**config.mk**
```make
export PLATFORM = sky130hd
export DESIGN_NAME = sync_fifo_flat
export DESIGN_NICKNAME = d
export VERILOG_FILES = /design/src/rtl/fifo_pkg.sv /design/src/rtl/clkrstn_if.sv /design/src/rtl/fifo_mem.sv /design/src/rtl/sync_fifo.sv /design/src/flat_wrapper.sv
export SDC_FILE = /design/constraint.sdc
export NUM_CORES = 1
export LEC_CHECK = 0
export ABC_AREA = 1
export CORE_UTILIZATION = 40
export DETAILED_ROUTE_END_ITERATION = 10
export MAX_ROUTING_LAYER = met4
export RECOVER_POWER = 25
export SYNTH_ARGS = -nofsm -noshare
export SYNTH_HDL_FRONTEND = slang
export SYNTH_SLANG_ARGS = --single-unit
```
**constraint.sdc**
```tcl
create_clock -name clkrstn_clk -period 5.3 [get_ports clkrstn_clk]
set_input_delay 0.53 -clock clkrstn_clk [delete_from_list [all_inputs] [get_ports clkrstn_clk]]
set_output_delay 0.53 -clock clkrstn_clk [all_outputs]
set_load 0.01 [all_outputs]
```
**src/rtl/fifo_pkg.sv**
```systemverilog
// Shared constants and data-word type for the synchronous FIFO and its bench.
package fifo_pkg;

    localparam int DATA_W_DEF = 8;
    localparam int DEPTH_DEF  = 16;

    typedef logic [DATA_W_DEF-1:0] data_t;

endpackage

```
**src/rtl/clkrstn_if.sv**
```systemverilog
// Clock and asynchronous active-high reset bundle shared by the FIFO blocks.
interface clkrstn_if;

    logic clk;
    logic rst;

    modport sink (input clk, input rst);

endinterface

```
**src/rtl/fifo_mem.sv**
```systemverilog
// Simple dual-port storage: one write port, one registered read port.
module fifo_mem
    import fifo_pkg::*;
#(
    parameter  int DATA_W = DATA_W_DEF,
    parameter  int DEPTH  = DEPTH_DEF,
    localparam int AW     = $clog2(DEPTH)
) (
    input  logic              clk_i,
    input  logic              rst_i,
    input  logic              we_i,
    input  logic [AW-1:0]     waddr_i,
    input  logic [DATA_W-1:0] wdata_i,
    input  logic              re_i,
    input  logic [AW-1:0]     raddr_i,
    output logic [DATA_W-1:0] rdata_o
);

    logic [DATA_W-1:0] mem_q [DEPTH];
    logic [DATA_W-1:0] rdata_q;

    // NOTE: the array is deliberately left unreset so it maps onto plain RAM;
    // only the read register, which is visible at the port, is reset.
    always_ff @(posedge clk_i) begin
        if (we_i) begin
            mem_q[waddr_i] <= wdata_i;
        end
    end

    // Holds its value when no read is accepted.
    always_ff @(posedge clk_i or posedge rst_i) begin
        if (rst_i) begin
            rdata_q <= '0;
        end else if (re_i) begin
            rdata_q <= mem_q[raddr_i];
        end
    end

    assign rdata_o = rdata_q;

endmodule

```
**src/rtl/sync_fifo.sv**
```systemverilog
// Synchronous FIFO: pointers, occupancy, registered flags and sticky errors
// around the fifo_mem storage block.
module sync_fifo
    import fifo_pkg::*;
#(
    parameter int DATA_W = DATA_W_DEF,
    parameter int DEPTH  = DEPTH_DEF,
    parameter int AF_LVL = DEPTH - 2,
    parameter int AE_LVL = 2
) (
    clkrstn_if.sink                    clkrstn,
    input  logic                       wr_en,
    input  logic [DATA_W-1:0]          wr_data,
    input  logic                       rd_en,
    input  logic                       clr_err,
    output logic [DATA_W-1:0]          rd_data,
    output logic                       rd_valid,
    output logic                       full,
    output logic                       empty,
    output logic                       almost_full,
    output logic                       almost_empty,
    output logic [$clog2(DEPTH):0]     count,
    output logic                       overflow,
    output logic                       underflow
);

    localparam int AW = $clog2(DEPTH);
    localparam int CW = AW + 1;
    localparam logic [CW-1:0] DEPTH_C = CW'(DEPTH);
    localparam logic [CW-1:0] AF_C    = CW'(AF_LVL);
    localparam logic [CW-1:0] AE_C    = CW'(AE_LVL);

    logic [CW-1:0] wr_ptr_q, wr_ptr_d;
    logic [CW-1:0] rd_ptr_q, rd_ptr_d;
    logic [CW-1:0] count_q, count_d;
    logic          full_q, empty_q, af_q, ae_q;
    logic          rd_valid_q, ovf_q, ovf_d, unf_q, unf_d;
    logic          wr_acc, rd_acc;

    // NOTE: combinational logic uses blocking assignments with every output
    // given a value on every path, so no latches are inferred.
    always_comb begin
        // A read never falls through: the read sees only pre-edge occupancy.
        rd_acc   = rd_en && !empty_q;
        wr_acc   = wr_en && (!full_q || rd_acc);
        wr_ptr_d = wr_acc ? wr_ptr_q + CW'(1) : wr_ptr_q;
        rd_ptr_d = rd_acc ? rd_ptr_q + CW'(1) : rd_ptr_q;
        count_d  = wr_ptr_d - rd_ptr_d;
        ovf_d    = (ovf_q && !clr_err) || (wr_en && !wr_acc);
        unf_d    = (unf_q && !clr_err) || (rd_en && !rd_acc);
    end

    always_ff @(posedge clkrstn.clk or posedge clkrstn.rst) begin
        if (clkrstn.rst) begin
            wr_ptr_q   <= '0;
            rd_ptr_q   <= '0;
            count_q    <= '0;
            full_q     <= 1'b0;
            empty_q    <= 1'b1;
            af_q       <= 1'b0;
            ae_q       <= 1'b1;
            rd_valid_q <= 1'b0;
            ovf_q      <= 1'b0;
            unf_q      <= 1'b0;
        end else begin
            wr_ptr_q   <= wr_ptr_d;
            rd_ptr_q   <= rd_ptr_d;
            count_q    <= count_d;
            full_q     <= (count_d == DEPTH_C);
            empty_q    <= (count_d == '0);
            af_q       <= (count_d >= AF_C);
            ae_q       <= (count_d <= AE_C);
            rd_valid_q <= rd_acc;
            ovf_q      <= ovf_d;
            unf_q      <= unf_d;
        end
    end

    fifo_mem #(
        .DATA_W (DATA_W),
        .DEPTH  (DEPTH)
    ) u_mem (
        .clk_i   (clkrstn.clk),
        .rst_i   (clkrstn.rst),
        .we_i    (wr_acc),
        .waddr_i (wr_ptr_q[AW-1:0]),
        .wdata_i (wr_data),
        .re_i    (rd_acc),
        .raddr_i (rd_ptr_q[AW-1:0]),
        .rdata_o (rd_data)
    );

    assign rd_valid     = rd_valid_q;
    assign full         = full_q;
    assign empty        = empty_q;
    assign almost_full  = af_q;
    assign almost_empty = ae_q;
    assign count        = count_q;
    assign overflow     = ovf_q;
    assign underflow    = unf_q;

endmodule

```
**src/flat_wrapper.sv**
```systemverilog
// flat-port wrapper written by rule: the top's interface ports become plain ports
module sync_fifo_flat import fifo_pkg::*;
#(
    parameter int DATA_W = DATA_W_DEF,
    parameter int DEPTH  = DEPTH_DEF,
    parameter int AF_LVL = DEPTH - 2,
    parameter int AE_LVL = 2
)
  (wr_en, wr_data, rd_en, clr_err, rd_data, rd_valid, full, empty, almost_full, almost_empty, count, overflow, underflow, clkrstn_clk, clkrstn_rst);
  clkrstn_if clkrstn_i ();
  input  logic wr_en;
  input  logic [DATA_W-1:0] wr_data;
  input  logic rd_en;
  input  logic clr_err;
  output logic [DATA_W-1:0] rd_data;
  output logic rd_valid;
  output logic full;
  output logic empty;
  output logic almost_full;
  output logic almost_empty;
  output logic [$clog2(DEPTH):0] count;
  output logic overflow;
  output logic underflow;
  input wire logic [$bits(clkrstn_i.clk)-1:0] clkrstn_clk;
  input wire logic [$bits(clkrstn_i.rst)-1:0] clkrstn_rst;
  assign clkrstn_i.clk = clkrstn_clk;
  assign clkrstn_i.rst = clkrstn_rst;
  sync_fifo #(.DATA_W(DATA_W), .DEPTH(DEPTH), .AF_LVL(AF_LVL), .AE_LVL(AE_LVL)) u_core (.clkrstn(clkrstn_i), .wr_en(wr_en), .wr_data(wr_data), .rd_en(rd_en), .clr_err(clr_err), .rd_data(rd_data), .rd_valid(rd_valid), .full(full), .empty(empty), .almost_full(almost_full), .almost_empty(almost_empty), .count(count), .overflow(overflow), .underflow(underflow));
endmodule
```
; Word level (Yosys, flattened, before mapping)
; Memories as Yosys holds them, arrays and structs flattened. A register that Yosys moved wholly into a read port is not among the register bits.
; Cells that the tools add are included.
[totals]
reg_bits = 22
ram_bits = 128
in_bits = 13
output_inout_bits = 20
wordCells = 36
mem_count = 1
[mem_list]
columns = name, depth, width, rd, rd_clocked_by_memory_dff, write_ports, line_no
row1 = u_core.u_mem.mem_q, 16, 8, 1, 1, 1, fifo_mem.sv:19  ; logic [DATA_W-1:0] mem_q [DEPTH];
[classes]
add_sub_neg = 3
order_cmp = 2
n_eq_ne = 1
n_mux = 4
n_reduce_logical = 15
[ops]
columns = operator, n
row1 = $add A5 B1 Y5 const B, 2
row2 = $mux W5, 2
row3 = $logic_and A1 B1 Y1, 6
row4 = $eq A5 B5 Y1 const B, 1
row5 = $ge A5 B4 Y1 const B, 1
row6 = $le A5 B2 Y1 const B, 1
row7 = $logic_not A1 Y1, 5
row8 = $logic_not A5 Y1, 1
row9 = $sub A5 B5 Y5, 1
row10 = $logic_or A1 B1 Y1, 3
row11 = $mux W1, 2

; Longest topological paths before layout
[depth]
word_depth = 7
depth_mapped = 16
ltp_nobuf = 16

; Hierarchy
; From an unflattened synthesis, not the netlist that was laid out.
[unflattened]
hier_cells = 656
hier_area_um2 = 6915.4
[by_module_without_submodules]
columns = module, n_inst, cells_per_inst, area_per_inst_um2, seq_area_each_um2
row1 = fifo_mem, 1, 482, 5595.4, 4043.9
row2 = sync_fifo, 1, 174, 1320.0, 553.0

; Least setup slack after synthesis
; Ideal clock, no wire load.
[synth_path]
kind = reg2reg
from = register u_core.empty_q, in the netlist u_core.empty
to = register u_core.af_q, in the netlist u_core.almost_full
setup_time_ps = 117
t_arrival_ps = 2384
t_required_ps = 5183
slack_ps = 2799
path_stages_with_launch = 16
path_buffers = 0
synth_period_minus_slack_ps = 2501
path_cell_list = dfstp_2 inv_2 nand2_4 nand2_4 nand2_8 xor2_1 inv_1 ha_1 fa_1 nand3b_1 nand2_1 nand3_1 nand2_2 nand2_1 nand2_2 nand2_1
[synth_between]
elab_chain_len = 7
elab_cells_between_ends = 8
classes_between = add/sub (1) / order compare (1) / mux (2) / reduce/logical (4)
[synth_lines]
columns = element, line_no
row1 = "start, declared", sync_fifo.sv:36  ; logic full_q, empty_q, af_q, ae_q;
row2 = "start signal, assigned", sync_fifo.sv:70  ; empty_q <= (count_d == '0);
row3 = $logic_not A1 Y1, sync_fifo.sv:44  ; rd_acc = rd_en && !empty_q;
row4 = $logic_and A1 B1 Y1, sync_fifo.sv:44
row5 = $logic_or A1 B1 Y1, sync_fifo.sv:45  ; wr_acc = wr_en && (!full_q || rd_acc);
row6 = $logic_and A1 B1 Y1, sync_fifo.sv:45
row7 = $mux W5, sync_fifo.sv:46  ; wr_ptr_d = wr_acc ? wr_ptr_q + CW'(1) : wr_ptr_q;
row8 = named net u_core.wr_ptr_d[0], sync_fifo.sv:33  ; logic [CW-1:0] wr_ptr_q, wr_ptr_d;
row9 = $sub A5 B5 Y5, sync_fifo.sv:48  ; count_d = wr_ptr_d - rd_ptr_d;
row10 = $ge A5 B4 Y1, sync_fifo.sv:71  ; af_q <= (count_d >= AF_C);
row11 = "end signal, assigned", sync_fifo.sv:71
row12 = "end, declared", sync_fifo.sv:36
; The timed path passes the listed nets, and every way through them passes these cells.

; Worst setup path after layout
[layout_path]
from = input rd_en
to = register u_core.af_q, in the netlist u_core.almost_full
[layout_between]
elab_cells_between_ends = 7
classes_between = add/sub (1) / order compare (1) / mux (2) / reduce/logical (3)
[layout_lines]
columns = element, line_no
row1 = "start, declared", flat_wrapper.sv:13  ; input logic rd_en;
row2 = $logic_and A1 B1 Y1, sync_fifo.sv:44
row3 = $mux W5, sync_fifo.sv:47  ; rd_ptr_d = rd_acc ? rd_ptr_q + CW'(1) : rd_ptr_q;
row4 = named net u_core.rd_ptr_d[3], sync_fifo.sv:34  ; logic [CW-1:0] rd_ptr_q, rd_ptr_d;
row5 = $sub A5 B5 Y5, sync_fifo.sv:48
row6 = $ge A5 B4 Y1, sync_fifo.sv:71
; The timed path passes the listed nets, and every way through them passes these cells.

==> summary.md <==
| Metric | Value |
|---|---|
| Outcome | `finished with violations` |
| Violations in the final reports | `capacitance limit, slew limit` |
| Worst-Margin Slew | `1.710 ns` |
| Slowest cell on the critical path | `nor2_1` |
| CTS Buf Count | `17` |
| Initial Utilization | `0.4127` |
| Max Cap Viol | `1` |
| Worst path buffer plus inverter count | `3` |
| RSZ-0062 raised after global routing | `no` |
| Seq/Total Area, Yosys | `0.6936` |
| First-pass GRT wire length | `23.29 mm` |
| Cells on worst reg2reg path | `12` |
| Mapped Cells | `574` |
| PnR worst setup slack | `1.908 ns` |
| Most frequent cell on the critical path | `nand2_1` |
| Hold_buf cts | `0` |
| Total Routing Usage GR | `0.1993` |
| Pins Over Slew Limit | `31` |
| Final setup fails | `0` |
| Fin crit period | `3.392 ns` |
| Slew margin rel. | `-0.1399` |
| Hold path depth | `2` |
| R2r setup slk | `2.22 ns` |
| DRT iter0 DRCs | `398` |
| CTS sink cnt | `158` |
| 1st-pass router iterations | `5` |
| Detailed-placement wirelength estimate | `9.478 mm` |
| DP Area | `7137 µm²` |
| Final hold vios | `0` |
| H-Tree Depth | `4` |
| DRC errors left | `0` |
| Via count | `4326` |
| Share of cells above drive strength 1 | `0.08548` |
| Avg WL per Cell | `18.31 µm` |
| Synth unique cells | `30` |
| LEAKAGE | `0.002862 µW` |
| Hold Crit Class | `flop to flop` |
| CTS Buffer Depth | `2` |
| Final GP Congestion | `0.8005` |
| Worst ir drop on vdd | `264.2 µV` |
| CP endpoint kind | `flop` |
| Vias in the first global route | `4272` |
| WP depth | `14` |
| CP max FO | `19` |
| Mapped Area | `6628 µm²` |
| Design Area, Final | `7697 µm²` |
| Std cell rows | `46` |
| Ant diodes | `0` |
| Fin nets | `630` |
| Final antenna-violating net count | `0` |
| Worst EP required | `5.62 ns` |
| Final-layout fill cell count | `1422` |
| Post-place setup slack | `2.216 ns` |
| Total gr overflow | `0` |
| Top cell type's share of synthesized area | `0.5800` |
| Yosys warns | `0` |
| WL final | `15.31 mm` |
| Post_cts resized | `0` |
| CP peak stage delay | `1.05 ns` |
| WP data arrival | `3.71 ns` |
| I/O Pins | `33` |
| Setup TNS | `0 ns` |
| Vert. Die Dim | `130.7 µm` |
| Syn_area_per_cell | `11.55 µm²` |
| Most common cell after layout, fill and taps aside | `edfxtp_1` |
| Fmax | `294.8 MHz` |
| Clock Tree Root | `clkbuf_16` |
| Reg clk slew, reported paths | `0.06 ns` |
| Postcts setup bufs | `0` |
| Clock Latency Late Sink | `0.43 ns` |
| Most area-consuming cells after synthesis | `edfxtp_1, dfrtp_1, nor2_1` |
| Pin count of the biggest net entering global routing | `65` |
| Pwr per Cell Area | `592.7 nW/µm²` |
| P&R area growth vs syn | `16.14%` |
| Die X | `130.7 µm` |
| WS Path Type | `input port to flop` |
| TritonCTS clock tree | `done` |
| Tot Pwr | `4562 µW` |
| Synth Net Count | `597` |
| Tcrit/Tclk final | `0.6400` |
| CP cell instances | `dlygate4sd3_1, inv_2, nor2_1, nand4_1, xor2_1, inv_1, ha_1, nand3b_1, nand2_1, nand3_1, nand2_2, nand2_1, nand2_2, nand2_1` |
| Port bufs | `32` |
| Cell taking the most area after synthesis | `edfxtp_1` |
| Core area | `16060 µm²` |
| Seq cells post-synth | `158` |
| Most frequent cells in the layout | `edfxtp_1, nor2_1, nand2_1, nand3_1, o21ai_0` |
| Die footprint | `17090 µm²` |
| CP Launch Type | `input port` |
| Top delay family on crit path | `simple AND/OR/NAND/NOR gates` |
| DR vias/cell | `5.175` |
| Skew final | `0.007962 ns` |
| Initial antenna violation count | `0` |
cell type report:
class	instances	area, µm²	area share
Clock buffer	22	444.2	0.05770
Timing Repair Buffer	37	354.1	0.04600
Inverter	31	121.4	0.01577
Clock inverter	10	143.9	0.01869
Tap cell	216	270.3	0.03511
Multi-Input combinational cell	362	1765	0.2294
Sequential cell	158	4598	0.5974
stage by stage:
step	utilization	hold slack [ns]	instances
after floorplan	-	0.4919	574
after global placement	0.4444	0.5097	804
after detailed placement	0.4444	0.5263	804
after CTS	0.4811	0.4898	836
after global routing	0.4794	0.5731	836
final	0.4794	0.5325	836
layer usage:
layer,global-route usage,up-vias,part of all wire
li1,-,2040,-
met1,0.2525,2160,0.45
met2,0.3165,105,0.49
met3,0.03827,21,0.035
met4,0.07911,0,0.020
met5,-,-,0
cells by family after synthesis:
family | Yosys count | synth area share
AO/OA/AOI/OAI | 71 | 0.05381
XOR/XNOR | 9 | 0.01189
adder cells (fa/ha/maj) | 10 | 0.02001
buffers and inverters | 54 | 0.03719
flip-flops | 158 | 0.6936
AND/OR/NAND/NOR | 272 | 0.1835
synthesized netlist by cell type (all sizes together):
cell type	n
nand2	104
clkinv	1
inv	30
fa	1
dfstp	2
nand3b	2
clkbuf	4
xnor2	1
ha	9
nand3	57
o22ai	1
edfxtp	128
xor2	8
nor3	3
buf	19
a21oi	18
nand4	3
o21ai	52
nor2	103
dfrtp	28
power breakdown:
part | total (µW) | switching (µW) | internal, µW
clock network | 1230 | 453 | 779
registers | 1700 | 145 | 1560
logic | 1630 | 1080 | 549
total | 4560 | 1680 | 2880
flip-flops by register name, summed over array words and instances (netlist names), named ones only:
name and flops:
u_core.almost_empty 1, u_core.almost_full 1, u_core.count 5, u_core.empty 1, u_core.full 1, u_core.overflow 1, u_core.rd_ptr_q 5, u_core.rd_valid 1
u_core.u_mem.mem_q 128, u_core.u_mem.rdata_o 8, u_core.underflow 1, u_core.wr_ptr_q 4
worst min-delay path, stage by stage, from the launching register on:
cell	delay, ns
dfrtp_1	0.34
nor2_1	0.05
a21oi_1	0.10
worst paths after layout:
check	end	from
min in group asynchronous	u_core.count[1]$_DFF_PP0_	clkrstn_rst
max reg2reg	u_core.almost_full$_DFF_PP0_	u_core.empty$_DFF_PP1_
min	u_core.u_mem.rdata_o[6]$_DFFE_PP0P_	u_core.u_mem.rdata_o[6]$_DFFE_PP0P_
max in group asynchronous	u_core.rd_ptr_q[0]$_DFF_PP0_	clkrstn_rst
max	u_core.almost_full$_DFF_PP0_	rd_en
min reg2reg	u_core.u_mem.rdata_o[6]$_DFFE_PP0P_	u_core.u_mem.rdata_o[6]$_DFFE_PP0P_
No activity file was read; power rests on OpenSTA's default activity.
